**src/rtl/seg7_scan_capture_pkg.sv**
```systemverilog
// ---------------------------------------------------------------------------
// seg7_scan_capture_pkg
//   Shared definitions for the 7-segment scan capture block:
//   - NUM_DIGITS : number of multiplexed digits on the scan bus
//   - SEG7_GLYPH_0..F : active-high {g,f,e,d,c,b,a} patterns for hex digits
//   - scan_state_t : capture FSM states
//   - glyph_of() : nibble -> glyph lookup, shared by the decoder and any
//                  future display encoder check
// ---------------------------------------------------------------------------
package seg7_scan_capture_pkg;

  localparam int NUM_DIGITS = 8;
  localparam int DIGIT_W    = $clog2(NUM_DIGITS);

  localparam logic [6:0] SEG7_GLYPH_0 = 7'h3F;
  localparam logic [6:0] SEG7_GLYPH_1 = 7'h06;
  localparam logic [6:0] SEG7_GLYPH_2 = 7'h5B;
  localparam logic [6:0] SEG7_GLYPH_3 = 7'h4F;
  localparam logic [6:0] SEG7_GLYPH_4 = 7'h66;
  localparam logic [6:0] SEG7_GLYPH_5 = 7'h6D;
  localparam logic [6:0] SEG7_GLYPH_6 = 7'h7D;
  localparam logic [6:0] SEG7_GLYPH_7 = 7'h07;
  localparam logic [6:0] SEG7_GLYPH_8 = 7'h7F;
  localparam logic [6:0] SEG7_GLYPH_9 = 7'h6F;
  localparam logic [6:0] SEG7_GLYPH_A = 7'h77;
  localparam logic [6:0] SEG7_GLYPH_B = 7'h7C;
  localparam logic [6:0] SEG7_GLYPH_C = 7'h39;
  localparam logic [6:0] SEG7_GLYPH_D = 7'h5E;
  localparam logic [6:0] SEG7_GLYPH_E = 7'h79;
  localparam logic [6:0] SEG7_GLYPH_F = 7'h71;

  // WAIT   : scan idle (no digit selected)
  // SETTLE : a new {sel,seg} value is being qualified for stability
  // HOLD   : the settled value has been evaluated; ignore it until it changes
  typedef enum logic [1:0] {
    ST_WAIT   = 2'd0,
    ST_SETTLE = 2'd1,
    ST_HOLD   = 2'd2
  } scan_state_t;

  // Hex nibble to its active-high segment pattern.
  function automatic logic [6:0] glyph_of(input logic [3:0] nibble);
    logic [6:0] g;
    case (nibble)
      4'h0:    g = SEG7_GLYPH_0;
      4'h1:    g = SEG7_GLYPH_1;
      4'h2:    g = SEG7_GLYPH_2;
      4'h3:    g = SEG7_GLYPH_3;
      4'h4:    g = SEG7_GLYPH_4;
      4'h5:    g = SEG7_GLYPH_5;
      4'h6:    g = SEG7_GLYPH_6;
      4'h7:    g = SEG7_GLYPH_7;
      4'h8:    g = SEG7_GLYPH_8;
      4'h9:    g = SEG7_GLYPH_9;
      4'hA:    g = SEG7_GLYPH_A;
      4'hB:    g = SEG7_GLYPH_B;
      4'hC:    g = SEG7_GLYPH_C;
      4'hD:    g = SEG7_GLYPH_D;
      4'hE:    g = SEG7_GLYPH_E;
      default: g = SEG7_GLYPH_F;
    endcase
    return g;
  endfunction

endpackage

```
**src/rtl/seg7_scan_capture_if.sv**
```systemverilog
// ---------------------------------------------------------------------------
// seg7_scan_capture_if
//   Bundles the scanned display bus and the word-level capture results.
//   Ports (signals):
//     seg_in      [7:0]  segment bus {dp,g,f,e,d,c,b,a} from the display driver
//     sel_in      [7:0]  digit select, bit k = digit k
//     value_out   [31:0] last complete frame, digit k -> [4k+3:4k]
//     frame_valid        one-cycle pulse when value_out updates
//     frame_count [15:0] frames published (wrapping)
//     err_sel            one-cycle pulse: settled select not one-hot
//     err_seg            one-cycle pulse: settled pattern not a hex glyph
//   Modports:
//     master : drives the scan bus, observes results (display side / bench)
//     slave  : the capture block
// ---------------------------------------------------------------------------
interface seg7_scan_capture_if;
  import seg7_scan_capture_pkg::*;

  logic [7:0]              seg_in;
  logic [NUM_DIGITS-1:0]   sel_in;
  logic [4*NUM_DIGITS-1:0] value_out;
  logic                    frame_valid;
  logic [15:0]             frame_count;
  logic                    err_sel;
  logic                    err_seg;

  modport master (
    output seg_in,
    output sel_in,
    input  value_out,
    input  frame_valid,
    input  frame_count,
    input  err_sel,
    input  err_seg
  );

  modport slave (
    input  seg_in,
    input  sel_in,
    output value_out,
    output frame_valid,
    output frame_count,
    output err_sel,
    output err_seg
  );

endinterface

```
**src/rtl/seg7_scan_capture_glyph.sv**
```systemverilog
// ---------------------------------------------------------------------------
// seg7_glyph_decode
//   Combinational decode of an active-high 7-segment pattern {g..a} back to
//   the hex nibble it displays. Any pattern that is not one of the sixteen
//   hex glyphs is reported as illegal (legal=0, nibble=0).
//   Ports:
//     pattern [6:0] in   active-high segment pattern {g,f,e,d,c,b,a}
//     legal         out  pattern matches a hex glyph
//     nibble  [3:0] out  decoded hex value (0 when illegal)
// ---------------------------------------------------------------------------
module seg7_glyph_decode
  import seg7_scan_capture_pkg::*;
(
  input  logic [6:0] pattern,
  output logic       legal,
  output logic [3:0] nibble
);

  // Search the glyph table; the sixteen glyphs are all distinct, so at most
  // one entry can match.
  always_comb begin
    legal  = 1'b0;
    nibble = 4'h0;
    for (int i = 0; i < 16; i++) begin
      if (pattern == glyph_of(4'(i))) begin
        legal  = 1'b1;
        nibble = 4'(i);
      end
    end
  end

endmodule

```
**src/rtl/seg7_scan_capture.sv**
```systemverilog
// ---------------------------------------------------------------------------
// seg7_scan_capture
//   Receive side of a multiplexed 7-segment display. Watches the scanned
//   {sel,seg} bus, qualifies each digit for stability, decodes its glyph back
//   to a nibble and assembles the eight digits into a 32-bit word that is
//   published once per complete frame.
//   Parameters:
//     STABLE_CYCLES  identical consecutive samples needed to capture (>=2)
//     SEL_ACTIVE_LOW 1: sel bit = 0 selects the digit
//     SEG_ACTIVE_LOW 1: seg bit = 0 lights the segment
//   Ports:
//     clk_in  in  system clock (same clock as the display driver)
//     reset   in  asynchronous, active-high
//     bus     slave modport of seg7_scan_capture_if (scan in, word out)
// ---------------------------------------------------------------------------
module seg7_scan_capture
  import seg7_scan_capture_pkg::*;
#(
  parameter int STABLE_CYCLES  = 4,
  parameter bit SEL_ACTIVE_LOW = 1'b1,
  parameter bit SEG_ACTIVE_LOW = 1'b1
) (
  input  logic                 clk_in,
  input  logic                 reset,
  seg7_scan_capture_if.slave   bus
);

  // The counter saturates one above the target so that a long-held value
  // hits the target exactly once.
  localparam int CNT_W = $clog2(STABLE_CYCLES + 2);
  localparam logic [CNT_W-1:0] CNT_TARGET = CNT_W'(STABLE_CYCLES);
  localparam logic [CNT_W-1:0] CNT_MAX    = CNT_W'(STABLE_CYCLES + 1);

  localparam logic [NUM_DIGITS-1:0] SEL_INV = SEL_ACTIVE_LOW ? '1 : '0;
  localparam logic [7:0]            SEG_INV = SEG_ACTIVE_LOW ? 8'hFF : 8'h00;

  logic [NUM_DIGITS-1:0]   sel_raw_q;
  logic [7:0]              seg_raw_q;
  logic [NUM_DIGITS-1:0]   sel_q;
  logic [7:0]              seg_q;
  logic [NUM_DIGITS-1:0]   sel_next;
  logic                    changed;
  logic [CNT_W-1:0]        stable_cnt;

  scan_state_t             state_q;
  scan_state_t             state_d;
  logic                    evaluate;

  logic                    sel_onehot;
  logic [DIGIT_W-1:0]      digit_idx;
  logic                    glyph_legal;
  logic [3:0]              glyph_nibble;
  logic                    capture;
  logic                    publish;

  logic [NUM_DIGITS-1:0]   digit_mask;
  logic [4*NUM_DIGITS-1:0] shadow;
  logic [4*NUM_DIGITS-1:0] value_q;
  logic                    frame_valid_q;
  logic [15:0]             frame_count_q;
  logic                    err_sel_q;
  logic                    err_seg_q;

  // Input register. Reset loads the inactive levels so that the bus looks
  // idle (no digit selected, all segments dark) straight out of reset.
  always_ff @(posedge clk_in or posedge reset) begin
    if (reset) begin
      sel_raw_q <= SEL_INV;
      seg_raw_q <= SEG_INV;
    end else begin
      sel_raw_q <= bus.sel_in;
      seg_raw_q <= bus.seg_in;
    end
  end

  // Polarity normalisation; everything downstream works active-high.
  // A change is detected on the raw values entering the register so that
  // the counter tracks how long the registered sample has been held.
  assign sel_q    = sel_raw_q ^ SEL_INV;
  assign seg_q    = seg_raw_q ^ SEG_INV;
  assign sel_next = bus.sel_in ^ SEL_INV;
  assign changed  = ({bus.sel_in, bus.seg_in} != {sel_raw_q, seg_raw_q});

  // Stability counter: number of consecutive identical samples held in the
  // input register (dp included, so a dp-only change still restarts it).
  always_ff @(posedge clk_in or posedge reset) begin
    if (reset) begin
      stable_cnt <= '0;
    end else if (changed) begin
      stable_cnt <= CNT_W'(1);
    end else if (stable_cnt != CNT_MAX) begin
      stable_cnt <= stable_cnt + CNT_W'(1);
    end
  end

  // FSM state register.
  always_ff @(posedge clk_in or posedge reset) begin
    if (reset) begin
      state_q <= ST_WAIT;
    end else begin
      state_q <= state_d;
    end
  end

  // FSM next state. A settled value is evaluated once, on the cycle its
  // count reaches the target; HOLD then ignores it. A change in the input
  // overrides everything: a fresh value always restarts qualification,
  // unless the scan went idle. The evaluation still happens when the input
  // changes on that very edge, because the sample being judged was held
  // long enough.
  always_comb begin
    state_d  = state_q;
    evaluate = 1'b0;
    case (state_q)
      ST_WAIT: begin
        if (sel_q != '0) state_d = ST_SETTLE;
      end
      ST_SETTLE: begin
        if (stable_cnt == CNT_TARGET) begin
          evaluate = 1'b1;
          state_d  = ST_HOLD;
        end
      end
      ST_HOLD: begin
        state_d = ST_HOLD;
      end
      default: begin
        state_d = ST_WAIT;
      end
    endcase
    if (changed) begin
      state_d = (sel_next == '0) ? ST_WAIT : ST_SETTLE;
    end
  end

  // Which digit the settled sample addresses; only meaningful when one-hot.
  always_comb begin
    digit_idx = '0;
    for (int k = 0; k < NUM_DIGITS; k++) begin
      if (sel_q[k]) digit_idx = DIGIT_W'(k);
    end
  end

  assign sel_onehot = $onehot(sel_q);

  seg7_glyph_decode u_glyph_decode (
    .pattern (seg_q[6:0]),
    .legal   (glyph_legal),
    .nibble  (glyph_nibble)
  );

  assign capture = evaluate && sel_onehot && glyph_legal;
  assign publish = &digit_mask;

  // Frame assembly and publication. When the mask is full it is published
  // on the next edge from the old shadow; a capture on that same edge is
  // credited to the following frame (mask cleared, then its bit set).
  always_ff @(posedge clk_in or posedge reset) begin
    if (reset) begin
      digit_mask    <= '0;
      shadow        <= '0;
      value_q       <= '0;
      frame_valid_q <= 1'b0;
      frame_count_q <= 16'h0000;
      err_sel_q     <= 1'b0;
      err_seg_q     <= 1'b0;
    end else begin
      frame_valid_q <= publish;
      err_sel_q     <= evaluate && !sel_onehot;
      err_seg_q     <= evaluate && !glyph_legal;
      if (publish) begin
        value_q       <= shadow;
        frame_count_q <= frame_count_q + 16'd1;
      end
      digit_mask <= (publish ? '0 : digit_mask)
                  | (capture ? (NUM_DIGITS'(1) << digit_idx) : '0);
      if (capture) begin
        shadow[4*digit_idx +: 4] <= glyph_nibble;
      end
    end
  end

  assign bus.value_out   = value_q;
  assign bus.frame_valid = frame_valid_q;
  assign bus.frame_count = frame_count_q;
  assign bus.err_sel     = err_sel_q;
  assign bus.err_seg     = err_seg_q;

endmodule
```
**src/flat_wrapper.sv**
```systemverilog
// flat-port wrapper written by rule: the top's interface ports become plain ports
module seg7_scan_capture_flat import seg7_scan_capture_pkg::*;
#(
  parameter int STABLE_CYCLES  = 4,
  parameter bit SEL_ACTIVE_LOW = 1'b1,
  parameter bit SEG_ACTIVE_LOW = 1'b1
)
  (clk_in, reset, bus_seg_in, bus_sel_in, bus_value_out, bus_frame_valid, bus_frame_count, bus_err_sel, bus_err_seg);
  seg7_scan_capture_if bus_i ();
  input  logic clk_in;
  input  logic reset;
  input wire logic [$bits(bus_i.seg_in)-1:0] bus_seg_in;
  input wire logic [$bits(bus_i.sel_in)-1:0] bus_sel_in;
  output wire logic [$bits(bus_i.value_out)-1:0] bus_value_out;
  output wire logic [$bits(bus_i.frame_valid)-1:0] bus_frame_valid;
  output wire logic [$bits(bus_i.frame_count)-1:0] bus_frame_count;
  output wire logic [$bits(bus_i.err_sel)-1:0] bus_err_sel;
  output wire logic [$bits(bus_i.err_seg)-1:0] bus_err_seg;
  assign bus_i.seg_in = bus_seg_in;
  assign bus_i.sel_in = bus_sel_in;
  assign bus_value_out = bus_i.value_out;
  assign bus_frame_valid = bus_i.frame_valid;
  assign bus_frame_count = bus_i.frame_count;
  assign bus_err_sel = bus_i.err_sel;
  assign bus_err_seg = bus_i.err_seg;
  seg7_scan_capture #(.STABLE_CYCLES(STABLE_CYCLES), .SEL_ACTIVE_LOW(SEL_ACTIVE_LOW), .SEG_ACTIVE_LOW(SEG_ACTIVE_LOW)) u_core (.clk_in(clk_in), .reset(reset), .bus(bus_i));
endmodule
```
**config.mk**
```make
export PLATFORM = sky130hd
export DESIGN_NAME = seg7_scan_capture_flat
export DESIGN_NICKNAME = d
export VERILOG_FILES = /design/src/rtl/seg7_scan_capture_pkg.sv /design/src/rtl/seg7_scan_capture_if.sv /design/src/rtl/seg7_scan_capture_glyph.sv /design/src/rtl/seg7_scan_capture.sv /design/src/flat_wrapper.sv
export SDC_FILE = /design/constraint.sdc
export NUM_CORES = 1
export LEC_CHECK = 0
export CAP_MARGIN = 0
export CORE_ASPECT_RATIO = 1.1
export CORE_MARGIN = 10
export CORE_UTILIZATION = 35
export CTS_CLUSTER_DIAMETER = 30
export DETAILED_ROUTE_END_ITERATION = 12
export GPL_TIMING_DRIVEN = 0
export PLACE_DENSITY = 0.67
export SLEW_MARGIN = 20
export SYNTH_ARGS = -nofsm -noshare
export SYNTH_HDL_FRONTEND = slang
export SYNTH_SLANG_ARGS = --single-unit
```
**constraint.sdc**
```tcl
create_clock -name clk_in -period 4.8 [get_ports clk_in]
set_input_delay 0.72 -clock clk_in [delete_from_list [all_inputs] [get_ports clk_in]]
set_output_delay 0.72 -clock clk_in [all_outputs]
set_load 0.05 [all_outputs]
```
Yosys cells after proc, flatten, opt, wreduce, memory -nomap -nowiden

Index checks and enable logic that the tools add are counted.
Widths: inputs -> output; s select.

Equal/unequal tests: 24
Bitwise gates (word level): 4
Muxes and demuxes: 50
Shift operators: 3
$add $sub $neg: 10
Reductions and logical operators: 12

Operators with widths:

| operator                | number |
|---|---|
| $eq 7x7->1 const B      | 12 |
| $mux 4                  | 14 |
| $neg 5->34              | 1 |
| $shift 4x34->32 const A | 1 |
| $shiftx 4x34->32        | 1 |
| $bwmux 32               | 1 |
| $mux 1                  | 21 |
| $mux 3                  | 6 |
| $add 16x1->16 const B   | 1 |
| $mux 8                  | 2 |
| $ne 16x16->1            | 1 |
| $not 8->8               | 2 |
| $eq 7x3->1 const B      | 2 |
| $eq 7x6->1 const B      | 2 |
| $add 4x4->4             | 3 |
| $mux 2                  | 5 |
| $add 1x1->2             | 4 |
| $logic_not 8->1         | 1 |
| $or 8x8->8              | 1 |
| $reduce_and 8->1        | 1 |
| $reduce_bool 8->1       | 1 |
| $shl 1x3->8 const A     | 1 |
| $not 7->7               | 1 |
| $ne 3x1->1 const B      | 2 |
| 12 further kinds        | 16 |

Output and inout port bits: 51
Flip-flop bits (word level): 112

Logic depth before layout (Yosys ltp)

Gate-level depths: netlist (run 1).

Depth after elaboration: 21
Depth in mapped cells: 15
Depth with buffers taken out: 13

By module

From an unflattened synthesis (run 1), not the netlist that was laid out.

Cell total of the unflattened synthesis: 478
Area, all modules: 5205.0 µm²

Modules (own cells, without submodules):

| module            | cells an instance | instances | area an instance (µm²) |
|---|---|---|---|
| seg7_scan_capture | 421               | 1         | 4812.1 |
| seg7_glyph_decode | 57                | 1         | 392.9 |

Worst setup path before layout (run 1)

OpenSTA, ideal clock, no wires.

Path type: flip-flop to flip-flop
Start point: register u_core.sel_raw_q[7]
End point: register u_core.shadow[10]
Stages on the path, launching flop included: 15
Slack: 0.629 ns
Path buffers: 1
Library setup time: 0.125 ns
Arrival: 4.046 ns
Cell sequence: dfstp_2 > clkbuf_1 > inv_1 > ha_1 > inv_1 > fa_1 > inv_1 > fa_1 > ha_1 > fa_1 > nor4b_1 > nand2b_1 > nand2b_1 > nor4b_4 > mux2_2

Word-level cells in the longest chain between the ends: 7
Elaborated cells between the ends (all ways): 12
Classes of those cells: add/sub (4); eq/ne (1); shift (2); mux (2); bitwise (1); reduce/logical (2)

Ends and longest elaborated chain:

| what                                            | line                     | RTL |
|---|---|---|
| from (decl)                                     | seg7_scan_capture.sv:37  | `logic [NUM_DIGITS-1:0] sel_raw_q;` |
| from (signal assigned)                          | seg7_scan_capture.sv:71  | `sel_raw_q <= bus.sel_in;` |
| $not 8->8 (no line) *                           | -                        |  |
| $add 1x1->2 (not written as such)               | seg7_scan_capture.sv:144 | `assign sel_onehot = $onehot(sel_q);` |
| $add 4x4->4 (not written as such) (2 in series) | seg7_scan_capture.sv:144 |  |
| $eq 4x1->1                                      | seg7_scan_capture.sv:144 |  |
| $logic_and 1x1->1 (2 in series)                 | seg7_scan_capture.sv:152 | `assign capture = evaluate && sel_onehot && glyph_legal;` |
| to (signal, indexed assignment)                 | seg7_scan_capture.sv:178 | `shadow[4*digit_idx +: 4] <= glyph_nibble;` |
| to (decl)                                       | seg7_scan_capture.sv:57  | `logic [4*NUM_DIGITS-1:0] shadow;` |

Every way passes the cells marked *; elsewhere a longest branch is shown, timed or not.
A chain may end at the register's enable or synchronous reset.

Worst setup path after layout (run 1)

Start point: register u_core.sel_raw_q[7]
End point: register u_core.shadow[9]

The elaborated chain is that of the path after synthesis.

==> metrics, run 1 <==
run status finished clean; leading area contributor after synthesis dfrtp_1; Post-CTS Setup Inserts 0; Largest stage delay, worst path 0.53 ns; Crit path buffers/inverters 4; Critical Path Start Type register; Ports 69; Final setup violation count 0; worst r2r path cells 14; CP endpoint kind register; Netlist cell types 59; full die area 0.02106 mm2; prevailing post-synth register cell dfrtp_1; layout cells sized above 1 12.67%; FP Rows 47; Sw Ratio 24.02%; DRC 0; Core ar. 0.01523 mm2; Hold Crit Depth 2; Detailed Route Iter0 Violations 175; Ys Warns 0; largest net degree at the start of global routing 71; vias in the first global route 4008; n_diodes 0; syn avg cell area 10.80 um2; post-synthesis mux area share 6.603%; Reg2Reg Setup Slack 0.24 ns; Syn Nets 552; worst-margin pin slew 1.021 ns; Mapped Cells 507; fin crit period 4.561 ns; hold path start u_core.shadow[9]$_DFFE_PP0P_; commonest cells after routing, fill and taps aside nand2_1 (100), dfrtp_1 (96), clkdlybuf4s50_1 (68), inv_1 (28); worst hold endpoint u_core.bus.value_out[9]$_DFFE_PP0P_; Peak VDD IR 0.0001349 V; CP cell instances clkbuf_1, inv_1, ha_1, inv_1, fa_1, inv_1, fa_1, ha_1, fa_1, nor4b_2, nand2b_1, nand2b_1, nor4b_4, mux2_2; DR pass1 iterations 4; Yosys top cell area share 43.87%; first-pass GRT wire length 20290 um; max_slew headroom 31.05%; Final period util 95.02%; commonest non-fill, non-tap cell in the layout nand2_1; CTS clk-pin slew, worst paths 0.07 ns; initial antenna violation count 0; fin area 0.006745 mm2; Post-CTS Hold Buffers 0; clock buffer depth 2; PD cells 278.6 mW/mm2; Reg2Reg Launch Point u_core.sel_raw_q[7]$_DFF_PP1_; max-slew violations 0; GRT overflow 0; RSZ-0062 raised after global routing no; clk sink count 112; Max Clock Freq 219.3 MHz; DP Area 0.006435 mm2; Synth-to-Final Area Change 23.17%; TritonCTS buffer count 9; Clk pwr share 40.8%; Via density 4.961; Routed WL per cell 15.70 um; Internal Dissipation 1.428 mW; Post-Synth Adder-Cell Area 6.900%; hpwl dp 9580 um; xor/xnor cell area share of the yosys netlist 5.278%; Die W 139.3 um; nets 632; most area-consuming cells after synthesis dfrtp_1 (44%), dfstp_2 (7.7%), nand2_1 (6.9%); PostCTS Resize Cnt 0; simple-gate share of the synthesized area 20.24%; Seq/Total Area, Yosys 51.54%; H-tree depth 3; fill cell count 1429; gr usage total 11.77%; CP Data Arrival Time 4.80 ns; Crit-path slowest cell dfstp_2; antenna viol nets, final 0; Fin. Hold Viols 0; RD Place Congestion 0.8183; Starting Density 35.96%; drt total wl 12370 um; min-delay worst type register to register; Seq cells post-synth 112; Worst-Skew Late Latency 0.36 ns; crit path kind register to register; Worst Path Required 5.04 ns; CP top delay family adder cells; largest family of logic cells by synthesized area simple AND/OR/NAND/NOR gates; FFs w/ async S/R, synth 100.0%; LEAKAGE 3.190 nW; final core utilization 44.29%; Root Driver clkbuf_16; Seq pwr share 51.3%; Power Total 1.879 mW; crit path from u_core.sel_raw_q[7]$_DFF_PP1_; Synth Area in Compound Gates 5.620%; NetSw 0.4514 mW; Comb power frac 8.0%; die height 151.2 um; Crit Path Max Fanout 8; Reg-to-Reg End u_core.shadow[9]$_DFFE_PP0P_; max_cap viols 0; CTS tree yes; count of flip-flops with a built-in enable after synthesis 0; Mapped Area 0.005477 mm2; Max Clock Skew 0.009424 ns; Port Buf Inserts 68; routed vias 3909
## how the worst max path moves through the flow
stage | endpoint | slack (ns) | cells past startpoint
floorplan | u_core.shadow[10]$_DFFE_PP0P_ | 0.63 | 14
global placement | u_core.bus.value_out[3]$_DFFE_PP0P_ | -0.30 | 2
detailed placement | u_core.shadow[9]$_DFFE_PP0P_ | 0.07 | 14
CTS | u_core.shadow[9]$_DFFE_PP0P_ | 0.02 | 14
global route | u_core.shadow[17]$_DFFE_PP0P_ | 0.04 | 14
finish | u_core.shadow[9]$_DFFE_PP0P_ | 0.24 | 14
## routing by layer
metal / GRT usage [%] / wire, um / vias up
li1: - / - / 1888
met1: 13.63 / 5259 / 1901
met2: 20.58 / 6252 / 109
met3: 3.758 / 748 / 11
met4: 3.132 / 114 / 0
met5: 0 / 0 / -
## layout make-up
cell class                 instances  area (um2)  area share [%]
timing repair buffer              69       708.2           10.50
multi-input combinational        343        2451           36.34
buffer                            22       96.34           1.428
inverter                          30       117.6           1.744
clock buffer                       9       225.2           3.339
clock inverter                     7       78.83           1.169
sequential                       112        2823           41.85
tap                              196       245.2           3.636
## cells in the mapped netlist, drive strengths merged, types with 10 or more instances
| cell | number |
|---|---|
| clkbuf | 18 |
| inv | 29 |
| mux2 | 25 |
| nor2 | 19 |
| xnor2 | 14 |
| and3 | 10 |
| xor2 | 19 |
| nand4 | 10 |
| nand3 | 14 |
| ha | 23 |
| dfrtp | 96 |
| o21ai | 13 |
| nand2 | 100 |
| dfstp | 16 |
## worst min-delay path, delay by kind of cell, from the launching register on
| kind | cells | cell delay, ns |
|---|---|---|
| flops | 1 | 0.35 |
| simple gates | 2 | 0.10 |
## metrics by stage
step	setup TNS (ns)	hold WS [ns]	setup slack, ns	cells
after floorplan	0	0.4315	0.6292	507
after global placement	-28.39	0.4515	-0.3034	771
after detailed placement	0	0.4546	0.07177	772
after CTS	0	0.4726	0.02271	788
after global routing	0	0.4822	0.03885	788
final	0	0.4716	0.2393	788
## sequential cells by signal, indices dropped and copies added, names as in the netlist
signal / count
u_core.stable_cnt: 3
u_core.bus.err_seg: 1
u_core.bus.frame_valid: 1
u_core.sel_raw_q: 8
u_core.bus.value_out: 32
u_core.digit_mask: 8
u_core.bus.err_sel: 1
u_core.shadow: 32
u_core.seg_raw_q: 8
u_core.bus.frame_count: 16
u_core.state_q: 2
## power groups by stage
| stage | Clock, mW | Combinational (mW) | Sequential [mW] |
|---|---|---|---|
| CTS | 0.789 | 0.148 | 0.963 |
| global placement | 0 | 0.136 | 0.981 |
| detailed placement | 0 | 0.147 | 0.981 |
| finish | 0.766 | 0.150 | 0.963 |
| global route | 0.831 | 0.169 | 0.964 |
| floorplan | 0 | 0.0957 | 0.979 |
## cell families after synthesis
group	Yosys count
AO/OA/AOI/OAI	42
XOR/XNOR	33
adder cells (fa/ha/maj)	28
buffers and inverters	52
flip-flops	112
multiplexers	33
AND/OR/NAND/NOR	207
Note: power is estimated with default switching activity, not from simulation.
==> run 2: changes to the inputs <==
--- a/config.mk
+++ b/config.mk
@@ -13,7 +13,7 @@
 export DETAILED_ROUTE_END_ITERATION = 12
 export GPL_TIMING_DRIVEN = 0
 export PLACE_DENSITY = 0.67
-export SLEW_MARGIN = 20
+export SLEW_MARGIN = 30
 export SYNTH_ARGS = -nofsm -noshare
 export SYNTH_HDL_FRONTEND = slang
 export SYNTH_SLANG_ARGS = --single-unit
==> constraint.sdc (replaced) <==
create_clock -name clk_in -period 4.8 [get_ports clk_in]
set_input_delay 0.72 -clock clk_in [delete_from_list [all_inputs] [get_ports clk_in]]
set_output_delay 0.72 -clock clk_in [all_outputs]
set_load 0.01 [all_outputs]
==> metrics, run 2 (synthesis results as in run 1) <==
Root Driver clkbuf_16; Synth-to-Final Area Change 23.17%; CTS tree yes; CP endpoint kind register; routed vias 3913; drt total wl 12380 um; CP Data Arrival Time 4.80 ns; Ports 69; Worst-Skew Late Latency 0.36 ns; gr usage total 11.77%; Starting Density 35.96%; Die W 139.3 um; Crit Path Max Fanout 8; Fin. Hold Viols 0; fill cell count 1429; Placed Instances 772; H-tree depth 3; n_diodes 0; worst-margin pin slew 0.6812 ns; layout cells sized above 1 12.67%; antenna viol nets, final 0; Max Clock Freq 219.3 MHz; Peak VDD IR 0.0001348 V; Final setup violation count 0; TNS Setup 0 ns; PD cells 278.5 mW/mm2; RSZ-0062 raised after global routing no; hpwl dp 9580 um; Final period util 95.01%; DR pass1 iterations 4; crit path kind register to register; max_cap viols 0; commonest non-fill, non-tap cell in the layout nand2_1; final std cells w/o fill 788; Post-CTS Hold Buffers 0; run status finished clean; Detailed Route Iter0 Violations 172; multi-input logic area 0.002451 mm2; Max Clock Skew 0.009424 ns; Core ar. 0.01523 mm2; RD Place Congestion 0.8183; commonest cells after routing, fill and taps aside nand2_1 (100), dfrtp_1 (96), clkdlybuf4s50_1 (68), inv_1 (28); min-delay worst type register to register; nets 632; max-slew violations 0; max_slew headroom 53.87%; FP Rows 47; die height 151.2 um; TritonCTS buffer count 9; clk sink count 112; register area 0.002823 mm2; Reg2Reg Setup Slack 0.24 ns; fin crit period 4.561 ns; DRC 0; clock buffer depth 2; largest net degree at the start of global routing 71; LEAKAGE 3.191 nW; initial antenna violation count 0; vias in the first global route 4008; Via density 4.966; full die area 0.02106 mm2; Critical Path Start Type register; Routed WL per cell 15.70 um; Post-CTS Setup Inserts 0; PostCTS Resize Cnt 0; Port Buf Inserts 68; CTS clk-pin slew, worst paths 0.07 ns; first-pass GRT wire length 20290 um; GRT overflow 0; Worst Path Required 5.04 ns
[run 2: cell count changes in the layout (fill, tap and decap cells not counted)]
cell      delta
o311ai_1     +1
o311ai_0     -1
[run 2: final timing paths]
kind	cells after the start	start	to
max	14	u_core.sel_raw_q[7]$_DFF_PP1_	u_core.shadow[9]$_DFFE_PP0P_
min	2	u_core.shadow[9]$_DFFE_PP0P_	u_core.bus.value_out[9]$_DFFE_PP0P_
max reg2reg	14	u_core.sel_raw_q[7]$_DFF_PP1_	u_core.shadow[9]$_DFFE_PP0P_
min reg2reg	2	u_core.shadow[9]$_DFFE_PP0P_	u_core.bus.value_out[9]$_DFFE_PP0P_
max in group asynchronous	3	reset	u_core.bus.value_out[3]$_DFFE_PP0P_
min in group asynchronous	2	reset	u_core.bus.value_out[4]$_DFFE_PP0P_
[run 2: area by class of cell]
cell class | instances | share of cell area [%]
Clock inverter | 7 | 1.169
Sequential cell | 112 | 41.85
Multi-Input combinational cell | 343 | 36.34
Buffer | 22 | 1.428
Tap cell | 196 | 3.636
Inverter | 30 | 1.744
Clock buffer | 9 | 3.339
Timing Repair Buffer | 69 | 10.50
[run 2: power by group]
part | total, mW | switching (mW) | internal, mW
combinational | 0.150 | 0.0899 | 0.0599
clock | 0.766 | 0.354 | 0.412
sequential | 0.963 | 0.00749 | 0.956
[run 2: critical path, cell delays in order (launching register included)]
cell and delay, ns:
dfstp_2 0.53, clkbuf_1 0.32, inv_1 0.09, ha_1 0.28, inv_1 0.05, fa_1 0.42, inv_1 0.08, fa_1 0.43
ha_1 0.22, fa_1 0.44, nor4b_2 0.32, nand2b_1 0.16, nand2b_1 0.30, nor4b_4 0.41, mux2_2 0.38
[run 2: stage by stage]
stage               util (%)  hold slack, ns  area (um2)  setup WS (ns)  power [mW]
CTS                    44.25          0.4726        6739        0.02271       1.900
finish                 44.29          0.4717        6745         0.2394       1.879
global placement       42.04          0.4515        6402        -0.3034       1.117
floorplan                  -          0.4315        5477         0.6292       1.075
detailed placement     42.25          0.4546        6435        0.07177       1.128
global route           44.29          0.4822        6745        0.03885       1.964
[run 2: per-layer routing]
layer / share of wire (%) / up-vias / global-route usage (%)
met4: 0.92 / 0 / 3.132
met3: 6.0 / 11 / 3.758
met5: 0 / - / 0
met2: 51 / 109 / 20.58
met1: 43 / 1905 / 13.63
li1: - / 1888 / -
==> run 3: changes to the inputs <==
--- a/config.mk
+++ b/config.mk
@@ -12,7 +12,7 @@
 export CTS_CLUSTER_DIAMETER = 30
 export DETAILED_ROUTE_END_ITERATION = 12
 export GPL_TIMING_DRIVEN = 0
-export PLACE_DENSITY = 0.67
+export PLACE_DENSITY = 0.69
 export SLEW_MARGIN = 30
 export SYNTH_ARGS = -nofsm -noshare
 export SYNTH_HDL_FRONTEND = slang
==> constraint.sdc (replaced) <==
create_clock -name clk_in -period 4 [get_ports clk_in]
set_input_delay 0.6 -clock clk_in [delete_from_list [all_inputs] [get_ports clk_in]]
set_output_delay 0.6 -clock clk_in [all_outputs]
set_load 0.01 [all_outputs]
==> metrics, run 3 (synthesis results as in run 1) <==
run status finished clean; CTS clk-pin slew, worst paths 0.07 ns; LEAKAGE 3.270 nW; Die W 139.3 um; Synth-to-Final Area Change 26.89%; Routed WL per cell 15.69 um; commonest non-fill, non-tap cell in the layout nand2_1; Core ar. 0.01523 mm2; Crit path buffers/inverters 4; Starting Density 35.96%; fin crit period 3.883 ns; FP Rows 47; CP top delay family adder cells; DRC 0; antenna viol nets, final 0; vias in the first global route 4053; Detailed Route Iter0 Violations 192; Largest stage delay, worst path 0.54 ns; drt total wl 12490 um; crit path kind register to register; RD Place Congestion 0.8225; Max Clock Skew 0.005316 ns; DR pass1 iterations 4; Max Clock Freq 257.6 MHz; Via density 4.947; Ports 69; max_cap viols 0; CTS tree yes; TritonCTS buffer count 9; n_diodes 0; first-pass GRT wire length 20220 um; commonest cells after routing, fill and taps aside nand2_1 (100), dfrtp_1 (96), clkdlybuf4s50_1 (68), inv_1 (22); CP Data Arrival Time 4.13 ns; CP cell instances inv_1, ha_2, inv_1, fa_2, inv_2, fa_1, ha_2, fa_1, nor4b_4, nand2b_1, nand2b_4, nor4_4, buf_6, mux2_4; CP endpoint kind register; Peak VDD IR 0.0001952 V; Crit Path Max Fanout 4; routed vias 3938; max-slew violations 0; fin worst setup slack 0.1174 ns; Fin. Hold Viols 0; pre-CTS setup slack -0.3508 ns; hpwl dp 9370 um; Root Driver clkbuf_16; Critical Path Start Type register; Worst Path Required 4.25 ns; worst-margin pin slew 0.8538 ns; clock buffer depth 2; Worst-Skew Late Latency 0.36 ns; clk sink count 112; PD cells 346.2 mW/mm2; TNS Setup 0 ns; initial antenna violation count 0; gr usage total 11.69%; min-delay worst type register to register; die height 151.2 um; largest net degree at the start of global routing 68; nets 640; Final setup violation count 0; max_slew headroom 42.36%; layout cells sized above 1 16.17%; GRT overflow 0; Final period util 97.07%; Port Buf Inserts 68; Post-CTS Hold Buffers 0; H-tree depth 3; Crit-path slowest cell dfstp_2; full die area 0.02106 mm2
==> run 3: changes by cell type in the layout (fill, tap and decap cells not counted), sizes merged <==
cell      change
clkbuf        -1
clkinv        -1
clkinvlp      -1
buf           +9
bufinv        +2
==> run 3: metrics by stage <==
stage / cells / hold WS [ns] / utilization, % / power (mW) / instance area, um2
CTS: 796 / 0.4742 / 45.48 / 2.433 / 6927
floorplan: 507 / 0.4315 / - / 1.295 / 5487
global route: 796 / 0.5006 / 45.63 / 2.505 / 6949
global placement: 771 / 0.4512 / 42.10 / 1.346 / 6412
finish: 796 / 0.4746 / 45.63 / 2.406 / 6949
detailed placement: 772 / 0.4542 / 42.32 / 1.357 / 6445
==> run 3: final cells by class <==
class	count	area (um2)
well taps	196	245.2
multi-input cells	343	2535
repair buffers	78	783.3
plain buffers	21	96.34
clock buffers	9	225.2
flip-flops and latches	112	2823
clock inverters	7	123.9
fillers	1358	8282
inverters	30	117.6
==> run 3: where the power goes <==
group	internal [mW]	leakage (nW)	total, mW	switching [mW]
registers	1.15	1.50	1.15	0.00836
logic	0.0883	1.60	0.205	0.117
clock network	0.620	0.172	1.05	0.426
==> run 3: timing repair <==
| action | 4_1_cts | 5_1_grt |
|---|---|---|
| gates resized for setup | 18 | 9 |
| endpoints found under the setup margin | 32 | 27 |
| pin swaps | 9 | 4 |
| setup buffers | 9 | 0 |
| gates cloned | 0 | 0 |
==> run 3: worst paths after layout <==
kind,startpoint,to,slack (ns),cells after the start
max in group asynchronous,reset,u_core.sel_raw_q[5]$_DFF_PP1_,2.65,3
hold / removal,u_core.shadow[28]$_DFFE_PP0P_,u_core.bus.value_out[28]$_DFFE_PP0P_,0.47,2
setup reg to reg,u_core.sel_raw_q[4]$_DFF_PP1_,u_core.shadow[16]$_DFFE_PP0P_,0.12,14
min in group asynchronous,reset,u_core.bus.frame_count[3]$_DFFE_PP0P_,0.63,2
setup / recovery,u_core.sel_raw_q[4]$_DFF_PP1_,u_core.shadow[16]$_DFFE_PP0P_,0.12,14
hold reg to reg,u_core.shadow[28]$_DFFE_PP0P_,u_core.bus.value_out[28]$_DFFE_PP0P_,0.47,2
==> run 3: tightest hold or removal path: stages, from the launching register on <==
cell,delay [ns]
dfrtp_1,0.35
nand2_1,0.05
nand2_1,0.05
==> run 3: metal layers <==
layer | track usage (%) | wire length (um) | vias up
li1 | - | - | 1894
met1 | 13.57 | 5342 | 1933
met2 | 19.83 | 6200 | 92
met3 | 3.508 | 742 | 19
met4 | 4.749 | 206 | 0
met5 | 0 | 0 | -
